--- config.mk ---
export PLATFORM = sky130hd
export DESIGN_NAME = fetch_stage
export DESIGN_NICKNAME = d
export VERILOG_FILES = /design/src/rtl/fetch_stage_pkg.sv /design/src/rtl/fetch_skid_buf.sv /design/src/rtl/fetch_stage.sv
export SDC_FILE = /design/constraint.sdc
export NUM_CORES = 1
export LEC_CHECK = 0
export BUFFER_PORTS_ARGS = -buffer_cell sky130_fd_sc_hd__buf_2
export CAP_MARGIN = 25
export CORE_MARGIN = 2
export CORE_UTILIZATION = 46
export CTS_BUF_LIST = sky130_fd_sc_hd__clkbuf_4 sky130_fd_sc_hd__clkbuf_8 sky130_fd_sc_hd__clkbuf_16
export DETAILED_ROUTE_END_ITERATION = 10
export GPL_TIMING_DRIVEN = 0
export MAX_ROUTING_LAYER = met4
export PLACE_DENSITY = 0.72
export SLEW_MARGIN = 20
export SYNTH_ARGS = -nofsm -noshare
export SYNTH_HDL_FRONTEND = slang
export SYNTH_SLANG_ARGS = --single-unit
--- constraint.sdc ---
create_clock -name clk -period 2 [get_ports clk]
set_input_delay 0.3 -clock clk [delete_from_list [all_inputs] [get_ports clk]]
set_output_delay 0.3 -clock clk [all_outputs]
set_load 0.01 [all_outputs]
--- src/rtl/fetch_stage_pkg.sv ---
// Shared constants and types for the P5 IF stage.
//   DEF_RESET_PC / DEF_NOP_WORD : defaults for the fetch_stage parameters
//   fstate_e                    : fetch FSM encoding (FS_REQ, FS_HOLD)
//   fetch_word_t                : {instr, pc} pair carried by the skid buffer
package fetch_stage_pkg;

  localparam logic [31:0] DEF_RESET_PC = 32'h0000_3000;
  localparam logic [31:0] DEF_NOP_WORD = 32'h0000_0000;  // sll $0,$0,0

  typedef enum logic {
    FS_REQ  = 1'b0,
    FS_HOLD = 1'b1
  } fstate_e;

  typedef struct packed {
    logic [31:0] instr;
    logic [31:0] pc;
  } fetch_word_t;

endpackage

--- src/rtl/fetch_skid_buf.sv ---
// Single-entry {instr,pc} holding register. Catches a word acked while the
// pipeline is stalled so it never has to be refetched.
//   clk, reset_n : clock, async active-low reset
//   load         : capture din (wins over unload)
//   unload       : release the entry
//   din / dout   : word in / held word
//   full         : entry valid
module fetch_skid_buf
  import fetch_stage_pkg::*;
(
  input  logic        clk,
  input  logic        reset_n,
  input  logic        load,
  input  logic        unload,
  input  fetch_word_t din,
  output fetch_word_t dout,
  output logic        full
);

  always_ff @(posedge clk or negedge reset_n) begin
    if (!reset_n) begin
      full <= 1'b0;
      dout <= '0;
    end else if (load) begin
      full <= 1'b1;
      dout <= din;
    end else if (unload) begin
      full <= 1'b0;
    end
  end

endmodule

--- src/rtl/fetch_stage.sv ---
// IF stage of the P5 five-stage MIPS pipeline: PC register, imem
// request/ack handshake, IF/ID pipeline register. Branch delay slot is
// architectural: a redirect never squashes the word already in fetch.
//   clk, reset_n              : clock, async active-low reset
//   imem_req/addr/ack/rdata   : instruction memory handshake
//   stall                     : hazard unit freeze of PC and IF/ID
//   redirect_valid/pc         : taken branch/jump resolved in ID
//   id_valid/instr/pc/pc8     : IF/ID register (pc8 is the jal link)
// Optional: define FETCH_ADEL_EN to add id_exc_adel (misaligned fetch
// raises an address-error bubble instead of issuing a request).
module fetch_stage
  import fetch_stage_pkg::*;
#(
  parameter logic [31:0] RESET_PC = DEF_RESET_PC,
  parameter logic [31:0] NOP_WORD = DEF_NOP_WORD
) (
  input  logic        clk,
  input  logic        reset_n,
  output logic        imem_req,
  output logic [31:0] imem_addr,
  input  logic        imem_ack,
  input  logic [31:0] imem_rdata,
  input  logic        stall,
  input  logic        redirect_valid,
  input  logic [31:0] redirect_pc,
  output logic        id_valid,
  output logic [31:0] id_instr,
  output logic [31:0] id_pc,
  output logic [31:0] id_pc8
`ifdef FETCH_ADEL_EN
  ,
  output logic        id_exc_adel
`endif
);

  fstate_e     state_q, state_d;
  logic        run_q;          // low for the first cycle after reset release
  logic [31:0] pc_q, pend_pc, npc;
  logic        redirect_pend, redir_now;
  logic        advance, ifid_load, valid_d;
  logic        skid_load, skid_unload, skid_full;
  fetch_word_t ifid_d, skid_dout;
  logic        active;

  assign active = run_q && (state_q == FS_REQ);

`ifdef FETCH_ADEL_EN
  logic adel, adel_d;
  assign adel      = |pc_q[1:0];
  assign imem_req  = active && !adel;
  assign imem_addr = pc_q;
`else
  assign imem_req  = active;
  assign imem_addr = {pc_q[31:2], 2'b00};
`endif

  // A branch leaving ID in the same cycle its delay slot is accepted must
  // still steer that slot's successor, so the live redirect bypasses pend.
  assign redir_now = redirect_valid && !stall;
  assign npc = redir_now     ? redirect_pc :
               redirect_pend ? pend_pc     : pc_q + 32'd4;

  assign id_pc8 = id_pc + 32'd8;

  fetch_skid_buf u_skid (
    .clk    (clk),
    .reset_n(reset_n),
    .load   (skid_load),
    .unload (skid_unload),
    .din    ('{instr: imem_rdata, pc: pc_q}),
    .dout   (skid_dout),
    .full   (skid_full)
  );

  always_comb begin
    state_d     = state_q;
    advance     = 1'b0;
    ifid_load   = 1'b0;
    valid_d     = 1'b0;
    ifid_d      = '{instr: NOP_WORD, pc: id_pc};
    skid_load   = 1'b0;
    skid_unload = 1'b0;
`ifdef FETCH_ADEL_EN
    adel_d      = 1'b0;
`endif
    case (state_q)
      FS_REQ: if (run_q) begin
`ifdef FETCH_ADEL_EN
        if (adel) begin
          if (!stall) begin
            ifid_load = 1'b1;
            valid_d   = 1'b1;
            ifid_d    = '{instr: NOP_WORD, pc: pc_q};
            adel_d    = 1'b1;
            advance   = 1'b1;
          end
        end else
`endif
        if (imem_ack && !stall) begin
          ifid_load = 1'b1;
          valid_d   = 1'b1;
          ifid_d    = '{instr: imem_rdata, pc: pc_q};
          advance   = 1'b1;
        end else if (imem_ack) begin
          skid_load = 1'b1;
          state_d   = FS_HOLD;
        end else if (!stall) begin
          ifid_load = 1'b1;     // bubble; id_pc left as is
        end
      end
      FS_HOLD: if (!stall) begin
        ifid_load   = 1'b1;
        valid_d     = skid_full;
        ifid_d      = skid_dout;
        skid_unload = 1'b1;
        advance     = 1'b1;
        state_d     = FS_REQ;
      end
      default: state_d = FS_REQ;
    endcase
  end

  always_ff @(posedge clk or negedge reset_n) begin
    if (!reset_n) begin
      state_q       <= FS_REQ;
      run_q         <= 1'b0;
      pc_q          <= RESET_PC;
      redirect_pend <= 1'b0;
      pend_pc       <= RESET_PC;
      id_valid      <= 1'b0;
      id_instr      <= NOP_WORD;
      id_pc         <= RESET_PC;
`ifdef FETCH_ADEL_EN
      id_exc_adel   <= 1'b0;
`endif
    end else begin
      run_q   <= 1'b1;
      state_q <= state_d;
      if (advance) pc_q <= npc;
      // Advancing consumes whichever target npc used; otherwise remember the
      // newest redirect until the delay slot is accepted.
      if (advance) begin
        redirect_pend <= 1'b0;
      end else if (redir_now) begin
        redirect_pend <= 1'b1;
        pend_pc       <= redirect_pc;
      end
      if (ifid_load) begin
        id_valid    <= valid_d;
        id_instr    <= ifid_d.instr;
        id_pc       <= ifid_d.pc;
`ifdef FETCH_ADEL_EN
        id_exc_adel <= adel_d;
`endif
      end
    end
  end

endmodule

=== Word level (Yosys, flattened, before mapping) ===
Index checks and enable logic that the tools add are counted.

* ROM bits: 0
* Output and inout port bits: 130
* Memory bits (writable): 0
* Memories: 0
* Latch bits: 0
* Register bits: 197

* Multiply operators: 0
* Shift-type cells: 0
* Add/sub/neg operators: 2
* Bitwise gates (word level): 2
* Divide/modulo/power cells: 0
* Reduce and logical (&&, ||, !) cells: 8
* Mux-type cells: 27
* Equal/unequal tests: 3
* Magnitude comparators: 0

{| class="wikitable"
|+ Operators with widths
! operator !! number
|-
| 64-bit 2-to-1 mux || 3
|-
| 64-bit case mux with 2 select lines || 1
|-
| 32-bit 2-to-1 mux || 2
|-
| 32-bit by 3-bit adder with 32-bit output (second input constant) || 1
|-
| 32-bit by 4-bit adder with 32-bit output (second input constant) || 1
|-
| 1-bit 2-to-1 mux || 17
|-
| 1-bit case mux with 2 select lines || 4
|-
| 2-bit inequality test (second input constant) || 2
|-
| 4-bit AND reduction || 1
|-
| 2-bit nonzero test || 2
|-
| 1-bit logical AND || 3
|-
| 2-bit by 1-bit inequality test with 1-bit output (second input constant) || 1
|-
| 1-bit inverter || 2
|-
| 2-bit AND reduction || 1
|-
| 1-bit logical NOT || 1
|}

=== Longest topological paths before layout ===
Gate-level depths: netlist of run 1.

* Depth after elaboration: 7
* Depth in mapped cells: 8
* Depth with buffers taken out: 6

=== Cells and area by module ===
A second synthesis of run 1 with hierarchy kept.

* Cell total of the unflattened synthesis: 862
* Area total of the unflattened synthesis: 9,724.3 um2

{| class="wikitable"
|+ By module, submodules not included
! module !! times used !! cells an instance !! area each (um2) !! sequential area each (um2)
|-
| fetch_stage || 1 || 724 || 7,109.3 || 3,310.7
|-
| fetch_skid_buf || 1 || 138 || 2,615.0 || 1,626.6
|}

=== Worst setup path after synthesis of run 1 ===
No wires, ideal clock.

* Path kind: reg-to-output
* Start: reg id_pc[12]
* End: out id_pc8[29]
* Path buffers: 0
* Slack: -0.111 ns
* Arrival: 1.811 ns
* Data required time: 1.700 ns
* Stages on the path, launching flop included: 6
* Cells stage by stage: dfstp_2 > nand3_1 > or2_2 > nor4_4 > nand4_1 > xnor2_1

* Word-level cells in the longest chain between the ends: 1

{| class="wikitable"
|+ Ends and longest elaborated chain
! what !! line !! source
|-
| start: declaration || fetch_stage.sv:28 || <nowiki>output logic [31:0] id_pc,</nowiki>
|-
| start signal: assignment || fetch_stage.sv:151 || <nowiki>id_pc <= ifid_d.pc;</nowiki>
|-
| 32-bit by 4-bit adder with 32-bit output || fetch_stage.sv:63 || <nowiki>assign id_pc8 = id_pc + 32'd8;</nowiki>
|-
| end: declaration || fetch_stage.sv:29 || <nowiki>output logic [31:0] id_pc8</nowiki>
|}

No other way between the ends.

=== Worst setup path in the final report of run 1 ===
* Start: reg id_pc[10]
* End: out id_pc8[24]

The elaborated chain is that of the path after synthesis.

==> results.toml, run 1 <==
[floorplan]
ioPinCount = 199
die_w_um = 147
dieArea_um2 = 21600
die_h_um = 147
core_um2 = 20200
row_count = 52
initial_core_util_pct = 46.7

[sta]
setup_ws_ps = -478
fin_crit_ps = 2480
worst_pin_slew_ps = 609
maxSlewViolCount = 0
fmax_ghz = 0.404
clock_skew_ps = 10.3
rsz0062_at_grt = "true"
finalHoldViolCount = 0
finalSetupViolations = 24
slew_headroom_pct = 59.4
hold-worst-slack_ps = 62.3
finalCritPeriodShare_pct = 124

[detailed_routing]
drtIter0Drc = 957
final_antenna_net_count = 0
num_vias = 7808
wl_per_cell_um = 18.7
drc = 0
via_per_inst = 5.63
wirelength_mm = 26.0
dr.pass1.iters = 10

[grt]
grt_pass1_vias = 7357
antenna_found_initial = 0
grt_pass1_wl_mm = 40.7
overflow = 0
grt_usage_pct = 24.7
grt_max_degree = 80

[clock_network]
clock_latency_ps = 450
clockBufferDepth = 2
clk_pin_slew_ps = 70
cts_tree = "done"
cts_max_level = 4
clockRootBuffer = "clkbuf_16"
clkSinkCount = 197
cts_made_buffers = 17

[power]
p_total_mw = 13.9
leakage_nw = 5.93
p_per_area_nw_per_um2 = 1170
peakVddDrop_mv = 0.678

[placed_design]
port_buffers = 195
place.gp.congestion = 0.871
hpwl_mm = 18.2

[critical_path]
cp.arrival_ps = 2180
cp.required_ps = 1700
start_kind = "flop"
endpoint_kind = "output port"
path_max_fanout = 6
path_class = "flop to output port"

[synthesis]
yosys.area_share.xor_xnor_pct = 4.09
synth_adder_area_share_pct = 0.266
synth_simple_gate_area_share_pct = 10.7
seq_area_frac_synth_pct = 52.4
synth.top_cell.area_share_pct = 50.8
synthTopCellsByArea = "dfrtp_1, mux2_2, a222oi_1"
yosysTopAreaCell = "dfrtp_1"
synthMuxAreaShare_pct = 11.2
ys_warn_count = 0
avgSynthCellArea_um2 = 11.0
async_flop_share_pct = 100
synthCells = 853
ys_types = 53
synth_compound_area_share_pct = 13.3
synth_top_family_by_area = "compound AO/OA/AOI/OAI gates"
synth_edf_count = 0
synth-main-ff-cell = "dfrtp_1"
ys_ff_latch = 197
synth.cell_area_um2 = 9410

[min_path]
hold_class = "input pin to flop"

[run_status]
violations = "negative setup slack"
status = "finished, violations left"

[final_layout]
nNetsFinal = 1175
area_growth_pct = 26.6
num_antenna_cells = 0
utilization_pct = 59.1
drive_gt1_share_pct = 43.7

[run]
cap_viol_max_count = 0
[worst paths after layout]
check / start / end / slack (ps) / depth (start not counted)
worst max-delay path: id_pc[10] / id_pc8[24] / -480 / 7
worst min-delay path: imem_rdata[31] / id_instr[31] / 60 / 3
worst max register to register: run_q / u_skid.dout[16] / 70 / 4
worst min register to register: u_skid.dout[19] / u_skid.dout[19] / 500 / 2
max in group asynchronous: reset_n / id_pc[12] / 940 / 3
min in group asynchronous: reset_n / id_instr[5] / 320 / 2
[report_power, final]
| part | leakage, nW | internal (mW) | total (mW) | switching [mW] |
|---|---|---|---|---|
| clock network | 0.279 | 1.69 | 3.37 | 1.69 |
| logic | 3.25 | 2.14 | 4.23 | 2.09 |
| registers | 2.40 | 5.13 | 6.28 | 1.16 |
| total | 5.93 | 8.95 | 13.9 | 4.94 |
[cell families (layout without fill, tap and decap cells)]
logic type	count (synthesis)	after routing
fa+ha+maj	2	2
flops	197	197
simple gates	186	186
xor+xnor	44	44
mux	94	94
other cells	2	3
buf+inv	158	421
compound gates	170	170
[per-layer routing]
metal,global-route usage [%],vias up,wire (µm)
li1,-,3577,-
met1,34.3,3849,11400
met2,37.2,328,12200
met3,3.76,54,1760
met4,8.89,0,623
met5,-,-,0
[Yosys cell counts (all sizes together), types with 10 or more instances]
cell type and instances:
dfrtp 191, xnor2 26, nand2 66, clkbuf 36
buf 56, a21oi 33, inv 66, xor2 18
nand3 34, and3 13, a221oi 10, nand4 17
a222oi 56, mux2 91, o21ai 43, nor2 25
[sequential cells by signal, indices dropped and copies added (netlist names)]
register,cells
u_skid.dout,64
pc_q,32
state_q,1
id_instr,32
id_valid,1
redirect_pend,1
id_pc,32
run_q,1
u_skid.full,1
pend_pc,32
[layout by cell type, fill, tap and decap left out, types with 3 or more instances in the layout]
| cell | instances |
|---|---|
| buf_2 | 200 |
| dfrtp_1 | 174 |
| mux2_2 | 91 |
| buf_4 | 67 |
| inv_1 | 66 |
| nand2_1 | 61 |
| a222oi_1 | 56 |
| o21ai_0 | 43 |
| a21oi_1 | 32 |
| nand3_1 | 24 |
| xnor2_1 | 21 |
| clkbuf_1 | 21 |
| nor2_1 | 19 |
| xor2_1 | 18 |
| clkbuf_2 | 17 |
| clkbuf_16 | 17 |
| dfrtp_2 | 17 |
| nand4_1 | 15 |
| and3_1 | 13 |
| nand3_2 | 9 |
| a221oi_1 | 9 |
| a22oi_1 | 9 |
| buf_1 | 6 |
| dfstp_2 | 6 |
| buf_6 | 6 |
| nand2_2 | 5 |
| nor2_4 | 5 |
| nor2b_1 | 5 |
| inv_6 | 5 |
| nor4_4 | 4 |
| xnor2_2 | 4 |
| nor3_1 | 4 |
| a31oi_1 | 4 |
| inv_8 | 4 |
| mux2i_1 | 3 |
| conb_1 | 3 |
[worst max-delay path: stages, from the launching register on]
cell and delay [ps]:
dfrtp_2 510, nand3_2 120, or2_4 270, buf_4 150, nor3_4 240, nand4_1 150, xnor2_1 140, buf_2 140
[what timing repair did]
item	in CTS	in global routing
hold buffers	1	0
buffers inserted	24	14
pin swaps	12	23
endpoints found under the setup margin	85	151
resized for setup	45	54
endpoints found under the hold margin	38	0
[cell type report]
type	count	area, µm²
well taps	270	338
plain buffers	91	524
inverters	66	248
flip-flops and latches	197	4960
multi-input cells	499	3950
clock buffers	18	439
repair buffers	232	1330
fillers	1680	8250
clock inverters	14	134
[per-stage QoR]
| stage | instances | setup WS [ps] | setup TNS [ps] | cell area [µm²] |
|---|---|---|---|---|
| 2_1_floorplan | 854 | -5.40 | -5.40 | 9440 |
| 3_3_place_gp | 1319 | -2640 | -516820 | 10700 |
| 3_5_place_dp | 1321 | -520 | -6830 | 10800 |
| 4_1_cts | 1378 | -472 | -7900 | 11700 |
| 5_1_grt | 1387 | -590 | -10350 | 11900 |
| 6_report | 1387 | -478 | -8200 | 11900 |
(Power assumes the default switching activity.)
==> run 2, diff against run 1 <==
--- a/config.mk
+++ b/config.mk
@@ -8,12 +8,13 @@
 export BUFFER_PORTS_ARGS = -buffer_cell sky130_fd_sc_hd__buf_2
 export CAP_MARGIN = 25
 export CORE_MARGIN = 2
-export CORE_UTILIZATION = 46
+export CORE_UTILIZATION = 49
 export CTS_BUF_LIST = sky130_fd_sc_hd__clkbuf_4 sky130_fd_sc_hd__clkbuf_8 sky130_fd_sc_hd__clkbuf_16
 export DETAILED_ROUTE_END_ITERATION = 10
 export GPL_TIMING_DRIVEN = 0
 export MAX_ROUTING_LAYER = met4
-export PLACE_DENSITY = 0.72
+export PLACE_DENSITY = 0.76
+export SKIP_CTS_REPAIR_TIMING = 1
 export SLEW_MARGIN = 20
 export SYNTH_ARGS = -nofsm -noshare
 export SYNTH_HDL_FRONTEND = slang
==> results.toml, run 2 (synthesis results as in run 1) <==
[run_status]
status = "finished, violations left"
violations = "negative setup slack"

[critical_path]
reg2reg_to = "pc_q[27]"
start_kind = "flop"
ff2ff_setup_slack_ps = 30
r2r-start = "state_q"
cp.arrival_ps = 2210
endpoint_kind = "output port"
path_max_fanout = 6
cp.required_ps = 1700
path_class = "flop to output port"
reg2reg_depth = 6

[min_path]
hold_class = "input pin to flop"
min_from = "imem_rdata[2]"
whs_path_depth = 3
worstHoldEndpoint = "id_instr[2]"

[final_layout]
largest_reg_flops = 64
utilization_pct = 62.8
nNetsFinal = 1169
area_growth_pct = 25.3
mostFrequentLayoutCell = "buf_2"
layout_common_cells = "buf_2, dfrtp_1, mux2_2"
num_antenna_cells = 0
drive_gt1_share_pct = 41.9
regMostFlops = "u_skid.dout"

[detailed_routing]
via_per_inst = 5.80
num_vias = 7806
wirelength_mm = 25.5
wl_per_cell_um = 19.0
final_antenna_net_count = 0
m1WireLength_mm = 11.2
drc = 0
dr.pass1.iters = 9
wl_met3_mm = 1.59
drtIter0Drc = 967
route.met2.wl_mm = 12.2
dr.max_layer_used = "met4"

[sta]
finalHoldViolCount = 0
fmax_ghz = 0.399
setup_ws_ps = -508
finalSetupViolations = 23
clock_skew_ps = 9.27
worst_pin_slew_ps = 611
hold-worst-slack_ps = 72.1
maxSlewViolCount = 0
slew_headroom_pct = 59.3
finalCritPeriodShare_pct = 125
rsz0062_at_grt = "true"
fin_crit_ps = 2510

[placed_design]
post-place-ws_ps = -515
hpwl_mm = 18.1
place.gp.congestion = 0.884
port_buffers = 195

[floorplan]
initial_core_util_pct = 50.2
row_count = 50
core_um2 = 18800
dieArea_um2 = 20300
ioPinCount = 199
die_w_um = 143
die_h_um = 143

[grt]
grt_usage_pct = 25.4
grt_pass1_wl_mm = 39.1
grt_pass1_vias = 7338
grt_max_degree = 85
overflow = 0
antenna_found_initial = 0

[run]
cap_viol_max_count = 0

[power]
leakage_nw = 5.86
peakVddDrop_mv = 0.688
p_per_area_nw_per_um2 = 1190

[clock_network]
clockRootBuffer = "clkbuf_16"
clockBufferDepth = 2
clock_latency_ps = 440
clk_pin_slew_ps = 70
cts_made_buffers = 17
clkSinkCount = 197
cts_tree = "done"
cts_max_level = 4
run 2: how the worst max path moves through the flow:
stage          cells after the start          to       from  slack [ps]
4_1_cts                            6  id_pc8[29]   id_pc[3]        -990
3_5_place_dp                       6  id_pc8[29]   id_pc[3]        -510
2_1_floorplan                      5  id_pc8[24]  id_pc[12]          -5
5_1_grt                            8  id_pc8[29]   id_pc[4]        -590
6_report                           7  id_pc8[29]  id_pc[12]        -510
3_3_place_gp                       1   id_pc[21]    reset_n       -2610
run 2: routing by layer:
metal / vias to the layer above / track usage [%]
met5: - / -
met4: 0 / 8.39
met3: 42 / 4.12
met2: 332 / 38.6
met1: 3887 / 35.2
li1: 3545 / -
run 2: area by class of cell:
cell class / instances / area [µm²]
Sequential cell: 197 / 4960
Clock buffer: 18 / 439
Inverter: 66 / 248
Buffer: 91 / 512
Fill cell: 1517 / 6980
Tap cell: 234 / 293
Clock inverter: 14 / 159
Multi-Input combinational cell: 499 / 3900
Timing Repair Buffer: 226 / 1290
run 2: report_power, final:
| group | switching [mW] | leakage [nW] | total [mW] | internal [mW] |
|---|---|---|---|---|
| sequential | 1.19 | 2.40 | 6.31 | 5.13 |
| combinational | 2.07 | 3.17 | 4.18 | 2.11 |
| clock | 1.66 | 0.289 | 3.48 | 1.82 |
run 2: metrics by stage:
step,area (µm²),TNS [ps],total power [mW],cells
detailed placement,10800,-5640,10.2,1285
floorplan,9440,-5.40,8.45,854
global route,11800,-10890,14.7,1345
finish,11800,-8440,14.0,1345
CTS,11400,-16230,13.7,1317
global placement,10700,-509400,10.0,1283
run 2: worst max-delay path: stages (launching register included):
cell and delay [ps]:
dfstp_2 560, nand3_2 90, or2_4 280, nor4_4 230, buf_6 160, nand4_1 140
xnor2_2 170, buf_2 140
==> run 3, diff against run 2 <==
--- a/config.mk
+++ b/config.mk
@@ -14,6 +14,7 @@
 export GPL_TIMING_DRIVEN = 0
 export MAX_ROUTING_LAYER = met4
 export PLACE_DENSITY = 0.76
+export REMOVE_ABC_BUFFERS = 1
 export SKIP_CTS_REPAIR_TIMING = 1
 export SLEW_MARGIN = 20
 export SYNTH_ARGS = -nofsm -noshare
==> results.toml, run 3 (synthesis results as in run 1) <==
[final_layout]
layout_common_cells = "buf_2, dfrtp_1, mux2_2"
regMostFlops = "u_skid.dout"
multi_input_area_um2 = 3960
nNetsFinal = 1102
drive_gt1_share_pct = 42.4
mostFrequentLayoutCell = "buf_2"
seq_area_um2 = 4960
n_fill_cell = 1527
num_antenna_cells = 0
area_growth_pct = 23.4
largest_reg_flops = 64

[detailed_routing]
wirelength_mm = 25.4
dr.pass1.iters = 9
final_antenna_net_count = 0
num_vias = 7523
via_per_inst = 5.89
wl_per_cell_um = 19.9
drc = 0
drtIter0Drc = 713

[clock_network]
clk_pin_slew_ps = 70
cts_tree = "done"
clock_latency_ps = 440
cts_max_level = 4
clockRootBuffer = "clkbuf_16"
clkSinkCount = 197
clockBufferDepth = 2
cts_made_buffers = 17

[sta]
clock_skew_ps = 11.6
finalHoldViolCount = 0
rsz0062_at_grt = "true"
worst_pin_slew_ps = 843
hold-worst-slack_ps = 65.8
slew_headroom_pct = 43.7
fmax_ghz = 0.391
setup_ws_ps = -558
finalSetupViolations = 23
maxSlewViolCount = 0
finalCritPeriodShare_pct = 128
fin_crit_ps = 2560

[power]
peakVddDrop_mv = 0.610
p_per_area_nw_per_um2 = 1150
p_sw_mw = 4.66
pwr-share-clk_pct = 24.8
switching_share_pct = 34.8
leakage_nw = 5.69
seq_power_share_pct = 47.1
power_frac_comb_pct = 28.1
internal_power_mw = 8.73

[floorplan]
die_w_um = 143
initial_core_util_pct = 50.2
row_count = 50
ioPinCount = 199
die_h_um = 143
core_um2 = 18800
dieArea_um2 = 20300

[run]
cap_viol_max_count = 0

[critical_path]
cp-startpoint = "id_pc[3]"
cp_slowest_cell = "dfrtp_2"
crit_buf_inv = 3
endpoint_kind = "output port"
path_max_fanout = 5
cpLargestDelayFamily = "simple AND/OR/NAND/NOR gates"
cp.arrival_ps = 2260
path_class = "flop to output port"
crit_path_max_incr_delay_ps = 420
cp.required_ps = 1700
r2r-start = "pc_q[15]"
start_kind = "flop"
crit_chain = "and4_1 -> nand4_1 -> buf_6 -> nor3_4 -> buf_6 -> nand4_1 -> xnor2_1 -> buf_2"

[grt]
grt_pass1_wl_mm = 37.7
grt_usage_pct = 24.5
grt_pass1_vias = 6959
antenna_found_initial = 0
overflow = 0
grt_max_degree = 74

[placed_design]
post-place-ws_ps = -877
hpwl_mm = 16.1
port_buffers = 196
place.gp.congestion = 0.794

[min_path]
min_from = "imem_rdata[0]"
hold_class = "input pin to flop"

[run_status]
violations = "negative setup slack"
status = "finished, violations left"
==> run 3: cell count changes in the layout (fill, tap and decap cells not counted), sizes merged <==
cell	previous run	this run
clkbuf	60	19
or2	2	3
nand3	34	35
inv	75	72
buf	274	247
bufinv	1	0
clkinv	2	5
==> run 3: worst paths after layout <==
kind | to | slack, ps | depth (start not counted)
setup reg to reg | pc_q[31] | 60 | 5
hold / removal | id_instr[0] | 70 | 3
max in group asynchronous | id_pc[22] | 850 | 3
setup / recovery | id_pc8[24] | -560 | 8
min in group asynchronous | u_skid.dout[13] | 390 | 2
hold reg to reg | u_skid.dout[2] | 480 | 2
==> run 3: worst min-delay path: cells and delay by family <==
| kind | cells | cell delay, ps |
|---|---|---|
| simple gates | 2 | 80 |
| buf+inv | 1 | 90 |
==> run 3: power groups by stage <==
stage / clock, mW / combinational [mW] / sequential (mW)
after global placement: 0 / 3.28 / 6.31
after floorplan: 0 / 1.80 / 6.30
after CTS: 3.40 / 3.41 / 6.31
after global routing: 3.55 / 4.13 / 6.45
after detailed placement: 0 / 3.40 / 6.38
final: 3.32 / 3.76 / 6.31
==> run 3: area by class of cell <==
| cell class | instances | share of cell area (%) |
|---|---|---|
| multi-input cells | 501 | 34.1 |
| inverters | 66 | 2.13 |
| flip-flops and latches | 197 | 42.7 |
| repair buffers | 248 | 13.7 |
| well taps | 234 | 2.52 |
| clock inverters | 13 | 0.991 |
| clock buffers | 19 | 3.90 |
==> run 3: per-layer routing <==
layer / vias to the layer above / global-route usage [%] / routed length, µm
met4: 0 / 8.13 / 354
met2: 288 / 37.1 / 12100
li1: 3423 / - / -
met3: 25 / 4.69 / 1550
met1: 3787 / 33.5 / 11400
met5: - / - / 0
==> run 3: stage by stage <==
step                total power, mW  setup TNS, ps  instance area [µm²]  utilization, %  instances
global route                   14.1         -12610                11600            61.9       1278
floorplan                      8.10        -168410                 8920               -        762
finish                         13.4          -9920                11600            61.9       1278
detailed placement             9.78         -32680                10500            56.0       1202
CTS                            13.1         -43230                11100            59.1       1234
global placement               9.59       -1021870                10200            54.3       1192
